`src/rtl/pipe_stage_regs.sv`:
```
// Elastic inter-stage pipeline register: valid/ready handshake, 2-entry skid buffer,
// sync flush, saturating stall counter. Define PIPE_STAGE_DEBUG_INSTR_EN to carry a 32-bit instruction word.
module pipe_stage_regs #(
    parameter int DATA_W = 96,
    parameter int CTRL_W = 16,
    parameter int CNT_W  = 16
) (
    input  logic              clk,
    input  logic              rst,
    input  logic              flush,
    input  logic              in_valid,
    output logic              in_ready,
    input  logic [DATA_W-1:0] in_data,
    input  logic [CTRL_W-1:0] in_ctrl,
`ifdef PIPE_STAGE_DEBUG_INSTR_EN
    input  logic [31:0]       in_instr,
    output logic [31:0]       out_instr,
`endif
    output logic              out_valid,
    input  logic              out_ready,
    output logic [DATA_W-1:0] out_data,
    output logic [CTRL_W-1:0] out_ctrl,
    output logic [CNT_W-1:0]  stall_cnt,
    input  logic              stall_clr
);

    typedef enum logic [1:0] {ST_EMPTY, ST_ONE, ST_FULL} state_t;

    state_t            r_state;
    state_t            w_state_nxt;
    logic              r_in_ready;
    logic [DATA_W-1:0] r_m_data, r_s_data;
    logic [CTRL_W-1:0] r_m_ctrl, r_s_ctrl;
    logic [CNT_W-1:0]  r_stall_cnt;
    logic              w_m_vld, w_acc, w_drn;
    logic              w_m_ld_in, w_m_ld_skid, w_s_ld;

    function automatic logic [CNT_W-1:0] sat_inc(input logic [CNT_W-1:0] c);
        return (&c) ? c : c + {{(CNT_W-1){1'b0}}, 1'b1};
    endfunction

    assign w_m_vld = (r_state != ST_EMPTY);
    assign w_acc   = in_valid & r_in_ready & ~flush;
    assign w_drn   = w_m_vld & out_ready;

    // State register
    always_ff @(posedge clk or negedge rst) begin
        if (!rst) begin
            r_state    <= ST_EMPTY;
            r_in_ready <= 1'b0;
        end else begin
            r_state    <= w_state_nxt;
            r_in_ready <= (w_state_nxt != ST_FULL);
        end
    end

    // Next-state logic
    always_comb begin
        w_state_nxt = r_state;
        if (flush) begin
            w_state_nxt = ST_EMPTY;
        end else begin
            case (r_state)
                ST_EMPTY: if (w_acc) w_state_nxt = ST_ONE;
                ST_ONE: begin
                    if (w_acc && !w_drn)      w_state_nxt = ST_FULL;
                    else if (!w_acc && w_drn) w_state_nxt = ST_EMPTY;
                end
                ST_FULL:  if (w_drn) w_state_nxt = ST_ONE;
                default:  w_state_nxt = ST_EMPTY;
            endcase
        end
    end

    // Slot load enables
    always_comb begin
        w_m_ld_in   = 1'b0;
        w_m_ld_skid = 1'b0;
        w_s_ld      = 1'b0;
        if (!flush) begin
            case (r_state)
                ST_EMPTY: w_m_ld_in = w_acc;
                ST_ONE: begin
                    w_m_ld_in = w_acc & w_drn;
                    w_s_ld    = w_acc & ~w_drn;
                end
                ST_FULL:  w_m_ld_skid = w_drn;
                default:  ;
            endcase
        end
    end

    always_ff @(posedge clk or negedge rst) begin
        if (!rst) begin
            r_m_data <= '0;
            r_s_data <= '0;
        end else begin
            if (w_m_ld_in)        r_m_data <= in_data;
            else if (w_m_ld_skid) r_m_data <= r_s_data;
            if (w_s_ld)           r_s_data <= in_data;
        end
    end

    // Control bundle is cleared on flush so a bubble can never carry enables
    always_ff @(posedge clk or negedge rst) begin
        if (!rst) begin
            r_m_ctrl <= '0;
            r_s_ctrl <= '0;
        end else if (flush) begin
            r_m_ctrl <= '0;
            r_s_ctrl <= '0;
        end else begin
            if (w_m_ld_in)        r_m_ctrl <= in_ctrl;
            else if (w_m_ld_skid) r_m_ctrl <= r_s_ctrl;
            if (w_s_ld)           r_s_ctrl <= in_ctrl;
        end
    end

`ifdef PIPE_STAGE_DEBUG_INSTR_EN
    logic [31:0] r_m_instr, r_s_instr;

    always_ff @(posedge clk or negedge rst) begin
        if (!rst) begin
            r_m_instr <= '0;
            r_s_instr <= '0;
        end else begin
            if (w_m_ld_in)        r_m_instr <= in_instr;
            else if (w_m_ld_skid) r_m_instr <= r_s_instr;
            if (w_s_ld)           r_s_instr <= in_instr;
        end
    end

    assign out_instr = w_m_vld ? r_m_instr : 32'd0;
`endif

    always_ff @(posedge clk or negedge rst) begin
        if (!rst)                       r_stall_cnt <= '0;
        else if (stall_clr)             r_stall_cnt <= '0;
        else if (w_m_vld && !out_ready) r_stall_cnt <= sat_inc(r_stall_cnt);
    end

    assign in_ready  = r_in_ready;
    assign out_valid = w_m_vld;
    assign out_data  = r_m_data;
    assign out_ctrl  = w_m_vld ? r_m_ctrl : '0;
    assign stall_cnt = r_stall_cnt;

endmodule

```
`config.mk`:
```
export PLATFORM = sky130hd
export DESIGN_NAME = pipe_stage_regs
export DESIGN_NICKNAME = d
export VERILOG_FILES = /design/src/rtl/pipe_stage_regs.sv
export SDC_FILE = /design/constraint.sdc
export NUM_CORES = 1
export LEC_CHECK = 0
export ABC_AREA = 1
export ABC_CLOCK_PERIOD_IN_PS = 1500
export CORE_UTILIZATION = 40
export CTS_CLUSTER_DIAMETER = 60
export DETAILED_ROUTE_END_ITERATION = 16
export PLACE_DENSITY = 0.75
export SLEW_MARGIN = 20
export SYNTH_ARGS = -nofsm -noshare
export SYNTH_HDL_FRONTEND = slang
export SYNTH_SLANG_ARGS = --single-unit
```
`constraint.sdc`:
```
create_clock -name clk -period 1.5 [get_ports clk]
set_input_delay 0.3 -clock clk [delete_from_list [all_inputs] [get_ports clk]]
set_output_delay 0.3 -clock clk [all_outputs]
set_load 0.05 [all_outputs]
```
==> impl_metrics.env, run 1 <==
export IMPL_outcome="finished, violations left"
export IMPL_violations="setup timing"
export IMPL_dr_pass1_iters=5
export IMPL_cts_sinks=243
export IMPL_via_per_inst=5.60
export IMPL_power_leakage_nw=8.81
export IMPL_drc=0
export IMPL_ys_warn_count=0
export IMPL_syn_area_per_cell_sq_um=9.29
export IMPL_drtIter0Drc=986
export IMPL_worstSkewPairLatency_ns=0.52
export IMPL_yosysSeqAreaShare_pct=57.7
export IMPL_gp_congestion=0.812
export IMPL_slew_viol_final=0
export IMPL_num_vias=10500
export IMPL_cts_made_buffers=26
export IMPL_period_needed_ns=1.96
export IMPL_num_io_pins=248
export IMPL_yosys_cell_types_count=30
export IMPL_tightest_slew_ns=0.510
export IMPL_grt_pass1_wl_mm=60.8
export IMPL_rows=59
export IMPL_max_slew_margin_pct=66.0
export IMPL_cts_tree="yes"
export IMPL_drv_cap=0
export IMPL_syn_cell_area_sq_um=10500
export IMPL_synth_cells=1134
export IMPL_clk_pin_slew_ns=0.06
export IMPL_critPathCaptureType="output port"
export IMPL_power_per_cell_area_nw_per_um2=1130
export IMPL_max_freq_mhz=511
export IMPL_final_area_sq_um=19200
export IMPL_grt_antenna_before_repair=1
export IMPL_crit_type="register to output port"
export IMPL_crit_fanout=5
export IMPL_crit_required_ns=1.20
export IMPL_pre_cts_ws_ns=-0.489
export IMPL_syn_num_nets=1253
export IMPL_wire_per_inst_um=21.8
export IMPL_worst_slack_ns=-0.457
export IMPL_wl_met1_mm=15.2
export IMPL_cts_max_path_buffers=3
export IMPL_die_w_um=164
export IMPL_place_inst=1729
export IMPL_cts_root_buf="clkbuf_16"
export IMPL_grt_use_total_pct=29.5
export IMPL_start_util_pct=40.6
export IMPL_hold_worst_slack_ns=0.331
export IMPL_met3_length_mm=3.15
export IMPL_synth_seq_cells=243
export IMPL_htreeDepth=1
export IMPL_setup_violations=253
export IMPL_holdCritPathClass="primary input to register"
export IMPL_grt_start_max_net_pins=54
export IMPL_die_h_um=164
export IMPL_wl_mm=40.7
export IMPL_dp_hpwl_mm=20.7
export IMPL_grt_pass1_vias=10900
export IMPL_skew_ns=0.0120
export IMPL_irDropWorstVdd_mv=0.983
export IMPL_worstSetupStartpointType="register"
export IMPL_area_growth_pct=82.3
export IMPL_final_layout_size_suffix_gt1_share_pct=43.3
export IMPL_dieArea_sq_um=27000
export IMPL_rsz0062_at_grt="yes"
export IMPL_arrival_ns=1.66
export IMPL_diodes=0
export IMPL_hold_viol_final=0
export IMPL_core_area_sq_um=25900
export IMPL_io_buffers=247
export IMPL_grt_ovfl_total=0
export IMPL_topRoutingLayerUsed="met5"
export IMPL_post_dp_cell_area_sq_um=15300
export IMPL_fin_cells=1868
export IMPL_antenna_left=0
export IMPL_period_share_pct=130
export IMPL_fin_nets=1632
export IMPL_met2_length_mm=20.6
worst paths after layout:
| kind | start | to | slack, ns | cells past startpoint |
|---|---|---|---|---|
| setup / recovery | r_state[0] | out_ctrl[1] | -0.46 | 6 |
| hold / removal | in_data[11] | r_s_data[11] | 0.33 | 3 |
| setup reg to reg | r_state[1] | r_s_data[10] | -0.33 | 10 |
| hold reg to reg | r_s_data[1] | r_s_data[1] | 0.49 | 2 |
| max in group asynchronous | rst | r_s_data[62] | 0.55 | 3 |
| min in group asynchronous | rst | r_s_ctrl[6] | 0.35 | 2 |
cell usage after synthesis:
master / number / share of area [%]
nand2_1: 272 / 9.7
dfrtp_1: 243 / 58
nand3_1: 188 / 8.9
inv_1: 91 / 3.2
o21ai_0: 86 / 4.1
o211ai_1: 45 / 3.2
nor2_1: 41 / 1.5
mux2_2: 40 / 4.3
clkbuf_1: 38 / 1.4
buf_2: 23 / 1.1
mux2_1: 12 / 1.3
nand4_1: 10 / 0.59
o21ai_1: 10 / 0.48
inv_2: 5 / 0.18
o21bai_1: 5 / 0.36
xor2_1: 5 / 0.42
buf_1: 3 / 0.11
nor2_2: 3 / 0.18
buf_6: 2 / 0.21
nor2_4: 2 / 0.21
a21oi_1: 1 / 0.047
buf_4: 1 / 0.071
clkbuf_2: 1 / 0.047
ha_1: 1 / 0.12
nand2_2: 1 / 0.059
nand3_2: 1 / 0.095
nor3_4: 1 / 0.15
o21ai_4: 1 / 0.15
or2_2: 1 / 0.059
xnor2_1: 1 / 0.083
worst max-delay path, stage by stage (launching register included):
cell and delay [ns]:
dfrtp_1 0.38, buf_6 0.12, nor2_4 0.04, buf_6 0.12
buf_12 0.13, nor2_1 0.16, buf_6 0.19
per-stage QoR:
stage               util (%)  power, mW  TNS [ns]
CTS                     72.9       21.4    -86.36
floorplan                  -       10.7     -1.59
global route            74.1       22.4    -72.66
detailed placement      58.9       13.7    -92.64
global placement        58.9       13.5    -78.86
finish                  74.1       21.7    -58.58
cells by family after synthesis:
family | synth area share [%]
AND/OR/NAND/NOR | 21.4
flip-flops | 57.7
buffers and inverters | 6.31
AO/OA/AOI/OAI | 8.33
multiplexers | 5.56
XOR/XNOR | 0.499
adder cells (fa/ha/maj) | 0.119
cell usage in the layout, fill, tap and decap left out, types with 5 or more instances in the layout:
cell type        instances
dfrtp_1                226
buf_12                 150
nand2_1                140
nand3_1                139
clkdlybuf4s50_1        116
inv_1                   87
nand2_2                 86
o21ai_1                 52
buf_6                   52
nand3_2                 47
nand2_4                 46
o211ai_1                45
buf_4                   43
mux2_2                  40
buf_16                  36
clkbuf_16               30
o21ai_2                 28
nor2_1                  23
dfrtp_2                 17
nor2_4                  16
buf_8                   15
o21ai_0                 14
mux2_4                  12
nand4_1                 10
nor2_2                   7
clkbuf_8                 7
xor2_1                   5
clkbuf_1                 5
flip-flops by register name, indices dropped and copies added, names as in the netlist:
| register | flops |
|---|---|
| r_s_data | 96 |
| r_s_ctrl | 16 |
| r_state | 2 |
| out_data | 96 |
| r_m_ctrl | 16 |
| stall_cnt | 16 |
| in_ready | 1 |
metal layers:
layer	vias up	track usage, %
met5	-	0
met4	2	13.0
met3	138	6.11
met2	573	50.3
met1	5202	35.9
li1	4541	-
timing repair:
| item | 4_1_cts | 5_1_grt |
|---|---|---|
| resized for setup | 433 | 72 |
| cloned | 37 | 4 |
| endpoints found under the setup margin | 161 | 265 |
| hold endpoints to repair | 42 | 0 |
| pin swaps | 80 | 8 |
| setup buffers | 53 | 10 |
| hold buffers | 1 | 0 |
report_power, final:
part | switching, mW | total (mW) | internal, mW
Combinational | 3.11 | 6.31 | 3.21
Clock | 2.77 | 6.76 | 3.99
Sequential | 1.07 | 8.62 | 7.56
Total | 6.94 | 21.7 | 14.8
cell type report:
class,count,area [sq um]
tap,335,419
clock buffer,39,791
timing repair inverter,1,11.3
fill,1538,6710
sequential,243,6100
multi-input combinational,727,4940
inverter,96,392
clock inverter,9,105
timing repair buffer,418,6440
Power figures use the tool's default switching activity.
==> run 2, diff against run 1 <==
--- a/config.mk
+++ b/config.mk
@@ -10,7 +10,7 @@
 export CORE_UTILIZATION = 40
 export CTS_CLUSTER_DIAMETER = 60
 export DETAILED_ROUTE_END_ITERATION = 16
-export PLACE_DENSITY = 0.75
+export PLACE_DENSITY_LB_ADDON = 0.1
 export SLEW_MARGIN = 20
 export SYNTH_ARGS = -nofsm -noshare
 export SYNTH_HDL_FRONTEND = slang
==> run 2 against run 1 <==
Against the previous run: the flow still finishes with violations (setup timing); wire length fell by 5.0%; first-iteration DRC count fell by 37%; sequential power fell by 0.5%; critical endpoint is now out_data[8]; largest power group unchanged; highest routed layer is now met4.
==> impl_metrics.env, run 2 (same netlist as run 1, synthesis figures left out) <==
export IMPL_dp_hpwl_mm=19.0
export IMPL_final_layout_size_suffix_gt1_share_pct=42.0
export IMPL_power_per_cell_area_nw_per_um2=1100
export IMPL_final_common_cell="dfrtp_1"
export IMPL_final_area_sq_um=19500
export IMPL_critPathCaptureType="register"
export IMPL_max_slew_margin_pct=73.2
export IMPL_skew_ns=0.00722
export IMPL_post_dp_cell_area_sq_um=15100
export IMPL_core_area_sq_um=25900
export IMPL_crit_fanout=7
export IMPL_slew_viol_final=0
export IMPL_hold_worst_slack_ns=0.268
export IMPL_violations="setup timing"
export IMPL_worstSkewPairLatency_ns=0.53
export IMPL_grt_pass1_vias=10300
export IMPL_cts_max_path_buffers=3
export IMPL_drtIter0Drc=618
export IMPL_cts_tree="yes"
export IMPL_irDropWorstVdd_mv=0.911
export IMPL_grt_pass1_wl_mm=57.5
export IMPL_gp_congestion=0.813
export IMPL_crit_required_ns=1.89
export IMPL_wire_per_inst_um=20.6
export IMPL_dr_pass1_iters=5
export IMPL_outcome="finished, violations left"
export IMPL_cts_root_buf="clkbuf_16"
export IMPL_diodes=0
export IMPL_period_share_pct=133
export IMPL_hold_viol_final=0
export IMPL_pre_cts_ws_ns=-0.505
export IMPL_wl_mm=38.7
export IMPL_start_util_pct=40.6
export IMPL_tightest_slew_ns=0.402
export IMPL_num_io_pins=248
export IMPL_period_needed_ns=2.00
export IMPL_holdCritPathClass="primary input to async pin"
export IMPL_arrival_ns=2.39
export IMPL_via_per_inst=5.37
export IMPL_fin_nets=1645
export IMPL_drv_cap=0
export IMPL_io_buffers=247
export IMPL_crit_type="register to register"
export IMPL_rsz0062_at_grt="yes"
export IMPL_worst_slack_ns=-0.498
export IMPL_area_growth_pct=85.6
export IMPL_die_w_um=164
export IMPL_grt_ovfl_total=0
export IMPL_power_leakage_nw=8.74
export IMPL_setup_violations=263
export IMPL_grt_start_max_net_pins=53
export IMPL_num_vias=10100
export IMPL_drc=0
export IMPL_antenna_left=0
export IMPL_clk_pin_slew_ns=0.06
export IMPL_rows=59
export IMPL_worstSetupStartpointType="register"
export IMPL_layout_common_cells="226 x dfrtp_1, 214 x nand2_1, 152 x buf_12"
export IMPL_grt_antenna_before_repair=0
export IMPL_cts_made_buffers=27
export IMPL_grt_use_total_pct=27.9
export IMPL_cts_sinks=243
export IMPL_max_freq_mhz=500
export IMPL_die_h_um=164
export IMPL_dieArea_sq_um=27000
export IMPL_htreeDepth=1
[run 2: cell count changes in the layout (fill, tap and decap cells not counted), sizes merged]
cell      change
inv           -1
buf           +9
clkinvlp      -1
clkinv        -1
nand2         +2
[run 2: worst max-delay path: stages (launching register included)]
cell and delay, ns:
dfrtp_2 0.42, buf_4 0.14, buf_6 0.10, o21bai_4 0.17
nor2_4 0.16, buf_6 0.12, buf_6 0.11, inv_12 0.06
buf_4 0.13, buf_6 0.12, buf_16 0.13, nand3_2 0.06
o211ai_1 0.12
[run 2: layout make-up]
| class | count | area [sq um] |
|---|---|---|
| multi-input cells | 729 | 4960 |
| inverters | 96 | 402 |
| flip-flops and latches | 243 | 6100 |
| well taps | 335 | 419 |
| repair inverters | 1 | 16.3 |
| clock inverters | 6 | 87.6 |
| fillers | 1634 | 6370 |
| clock buffers | 38 | 787 |
| repair buffers | 428 | 6770 |
[run 2: power by group]
| part | switching (mW) | leakage, nW | internal, mW |
|---|---|---|---|
| combinational | 3.02 | 5.21 | 3.21 |
| sequential | 1.02 | 3.10 | 7.56 |
| clock | 2.72 | 0.433 | 3.96 |
| total | 6.76 | 8.74 | 14.7 |
[run 2: metrics by stage]
step	setup TNS (ns)	total power, mW	std cells	utilization (%)
after floorplan	-1.59	10.7	1134	-
after global placement	-85.19	13.5	1716	58.4
after detailed placement	-92.42	13.6	1716	58.4
after CTS	-81.47	21.0	1866	72.1
after global routing	-103.43	22.2	1876	75.4
final	-87.20	21.5	1876	75.4
[run 2: per-layer routing]
layer | vias up | GRT usage [%] | part of all wire [%]
met5 | - | 0 | 0
met4 | 0 | 12.7 | 3.5
met3 | 91 | 5.33 | 6.4
met2 | 373 | 44.5 | 49
met1 | 5014 | 36.7 | 41
li1 | 4591 | - | -
[run 2: repair_timing]
action                                  4_1_cts  5_1_grt
buffers inserted                             56       20
gates resized for setup                     267      242
endpoints found under the setup margin      236      270
endpoints found under the hold margin        38        0
hold buffers                                  1        0
gates cloned                                 54        5
pin swaps                                    18       25
[run 2: path summary, 6_finish.rpt]
path	start	to	slack (ns)	cells after the start
max	r_state[1]	out_data[8]	-0.50	12
min	rst	out_data[86]	0.27	2
max reg2reg	r_state[1]	out_data[8]	-0.50	12
min reg2reg	r_s_data[3]	r_s_data[3]	0.50	2
max in group asynchronous	rst	r_s_data[95]	0.57	3
min in group clk	in_data[16]	r_s_data[16]	0.33	3
==> run 3, diff against run 2 <==
--- a/config.mk
+++ b/config.mk
@@ -11,7 +11,7 @@
 export CTS_CLUSTER_DIAMETER = 60
 export DETAILED_ROUTE_END_ITERATION = 16
 export PLACE_DENSITY_LB_ADDON = 0.1
-export SLEW_MARGIN = 20
 export SYNTH_ARGS = -nofsm -noshare
 export SYNTH_HDL_FRONTEND = slang
 export SYNTH_SLANG_ARGS = --single-unit
+export TNS_END_PERCENT = 30
==> run 3 against run 2 <==
Against the previous run: the run still ends with setup timing left; die area is the same; worst hold slack gained 0.034 ns; global-route usage shrank 5.6 points; power shrank 2.4%; sequential power shrank 2%; core utilization shrank 8.0 points; critical path type is now register to output port; critical endpoint is now out_ctrl[6].
==> impl_metrics.env, run 3 (same netlist as run 1, synthesis figures left out) <==
export IMPL_reg2reg_slack_ns=-0.30
export IMPL_pre_cts_ws_ns=-0.495
export IMPL_r2r_start="r_state[0]"
export IMPL_fin_nets=1575
export IMPL_worst_slack_ns=-0.460
export IMPL_slew_viol_final=0
export IMPL_drv_cap=0
export IMPL_cts_made_buffers=28
export IMPL_finalCoreUtilization_pct=67.5
export IMPL_critPathCaptureType="output port"
export IMPL_crit_type="register to output port"
export IMPL_grt_antenna_before_repair=2
export IMPL_core_area_sq_um=25900
export IMPL_grt_ovfl_total=0
export IMPL_path_cells="buf_6, nor2_4, buf_12, buf_16, nor2_4, buf_8"
export IMPL_start_util_pct=40.6
export IMPL_max_stage_delay_ns=0.40
export IMPL_outcome="finished, violations left"
export IMPL_via_per_inst=5.14
export IMPL_grt_pass1_vias=8946
export IMPL_irDropWorstVdd_mv=0.848
export IMPL_clk_pin_slew_ns=0.06
export IMPL_arrival_ns=1.66
export IMPL_worstSkewPairLatency_ns=0.53
export IMPL_holdCritPathClass="primary input to async pin"
export IMPL_r2r_worst_path_cells=12
export IMPL_violations="setup timing"
export IMPL_antenna_left=0
export IMPL_period_needed_ns=1.96
export IMPL_die_w_um=164
export IMPL_crit_slowest_cell="dfrtp_2"
export IMPL_skew_ns=0.00897
export IMPL_area_growth_pct=66.0
export IMPL_wire_per_inst_um=18.1
export IMPL_wl_mm=32.8
export IMPL_grt_pass1_wl_mm=47.4
export IMPL_cts_sinks=243
export IMPL_dr_pass1_iters=5
export IMPL_max_slew_margin_pct=69.9
export IMPL_fillCellCount=1908
export IMPL_crit_top_cell="nor2_4"
export IMPL_rsz0062_at_grt="yes"
export IMPL_final_common_cell="nand2_1"
export IMPL_gp_congestion=0.795
export IMPL_place_inst=1712
export IMPL_power_per_cell_area_nw_per_um2=1200
export IMPL_die_h_um=164
export IMPL_worstSetupStartpointType="register"
export IMPL_r2r_end="out_data[83]"
export IMPL_layout_common_cells="238 x nand2_1, 227 x dfrtp_1, 154 x nand3_1"
export IMPL_fin_cells=1812
export IMPL_grt_start_max_net_pins=51
export IMPL_drtIter0Drc=744
export IMPL_drc=0
export IMPL_hold_viol_final=0
export IMPL_crit_fanout=8
export IMPL_max_freq_mhz=510
export IMPL_power_leakage_nw=7.93
export IMPL_dieArea_sq_um=27000
export IMPL_hold_worst_slack_ns=0.302
export IMPL_grt_use_total_pct=22.3
export IMPL_num_vias=9317
export IMPL_dp_hpwl_mm=19.0
export IMPL_cts_max_path_buffers=3
export IMPL_htreeDepth=1
export IMPL_cts_root_buf="clkbuf_16"
export IMPL_num_io_pins=248
export IMPL_tightest_slew_ns=0.452
export IMPL_setup_violations=222
export IMPL_io_buffers=247
export IMPL_cts_tree="yes"
export IMPL_final_layout_size_suffix_gt1_share_pct=31.2
export IMPL_rows=59
export IMPL_period_share_pct=131
export IMPL_crit_required_ns=1.20
==> run 3: timing repair <==
item / 4_1_cts / 5_1_grt
cloned: 6 / 16
endpoints found under the setup margin: 144 / 263
buffers inserted: 9 / 18
endpoints found under the hold margin: 39 / 0
gates resized for setup: 60 / 139
hold buffers: 1 / 0
pin swaps: 5 / 14
==> run 3: where the power goes <==
part	leakage (nW)	internal (mW)	total, mW	switching [mW]
logic	4.36	2.82	5.59	2.77
registers	3.10	7.56	8.41	0.846
clock network	0.470	4.24	6.98	2.74
total	7.93	14.6	21.0	6.35
==> run 3: metrics by stage <==
stage | setup TNS (ns) | cell area [sq um] | power [mW]
floorplan | -1.65 | 10700 | 10.7
global placement | -84.00 | 15100 | 13.5
detailed placement | -92.73 | 15100 | 13.6
CTS | -24.88 | 16500 | 20.8
global route | -60.95 | 17500 | 21.8
finish | -42.95 | 17500 | 21.0
==> run 3: metal layers <==
metal / vias to the layer above / global-route usage (%) / part of all wire (%)
met5: - / 0 / 0.052
met4: 2 / 5.89 / 2.0
met3: 56 / 5.18 / 7.2
met2: 337 / 36.0 / 48
met1: 4517 / 30.2 / 43
li1: 4405 / - / -
==> run 3: how the worst max path moves through the flow <==
stage                       startpoint            to  slack [ns]  cells after the start
after floorplan           stall_cnt[1]  stall_cnt[7]       -0.10                     10
after global placement       out_ready  out_data[43]       -0.44                      7
after detailed placement     out_ready  out_data[25]       -0.50                      7
after CTS                   r_state[0]  out_ctrl[15]       -0.45                      6
after global routing        r_state[0]   out_ctrl[6]       -0.51                      6
final                       r_state[1]   out_ctrl[6]       -0.46                      6
==> run 3: area by class of cell <==
class	count	area (sq um)	share of cell area, %
antenna	1	2.50	0.0143
clock buffer	37	796	4.55
clock inverter	13	158	0.902
inverter	96	414	2.37
multi-input combinational	727	4280	24.5
sequential	243	6100	34.9
tap	335	419	2.40
timing repair buffer	359	5300	30.3
timing repair inverter	1	8.76	0.0501
==> run 3: critical path: cells and delay by family, from the launching register on <==
family | cells | cell delay, ns
buffers and inverters | 4 | 0.54
flip-flops | 1 | 0.40
AND/OR/NAND/NOR | 2 | 0.18
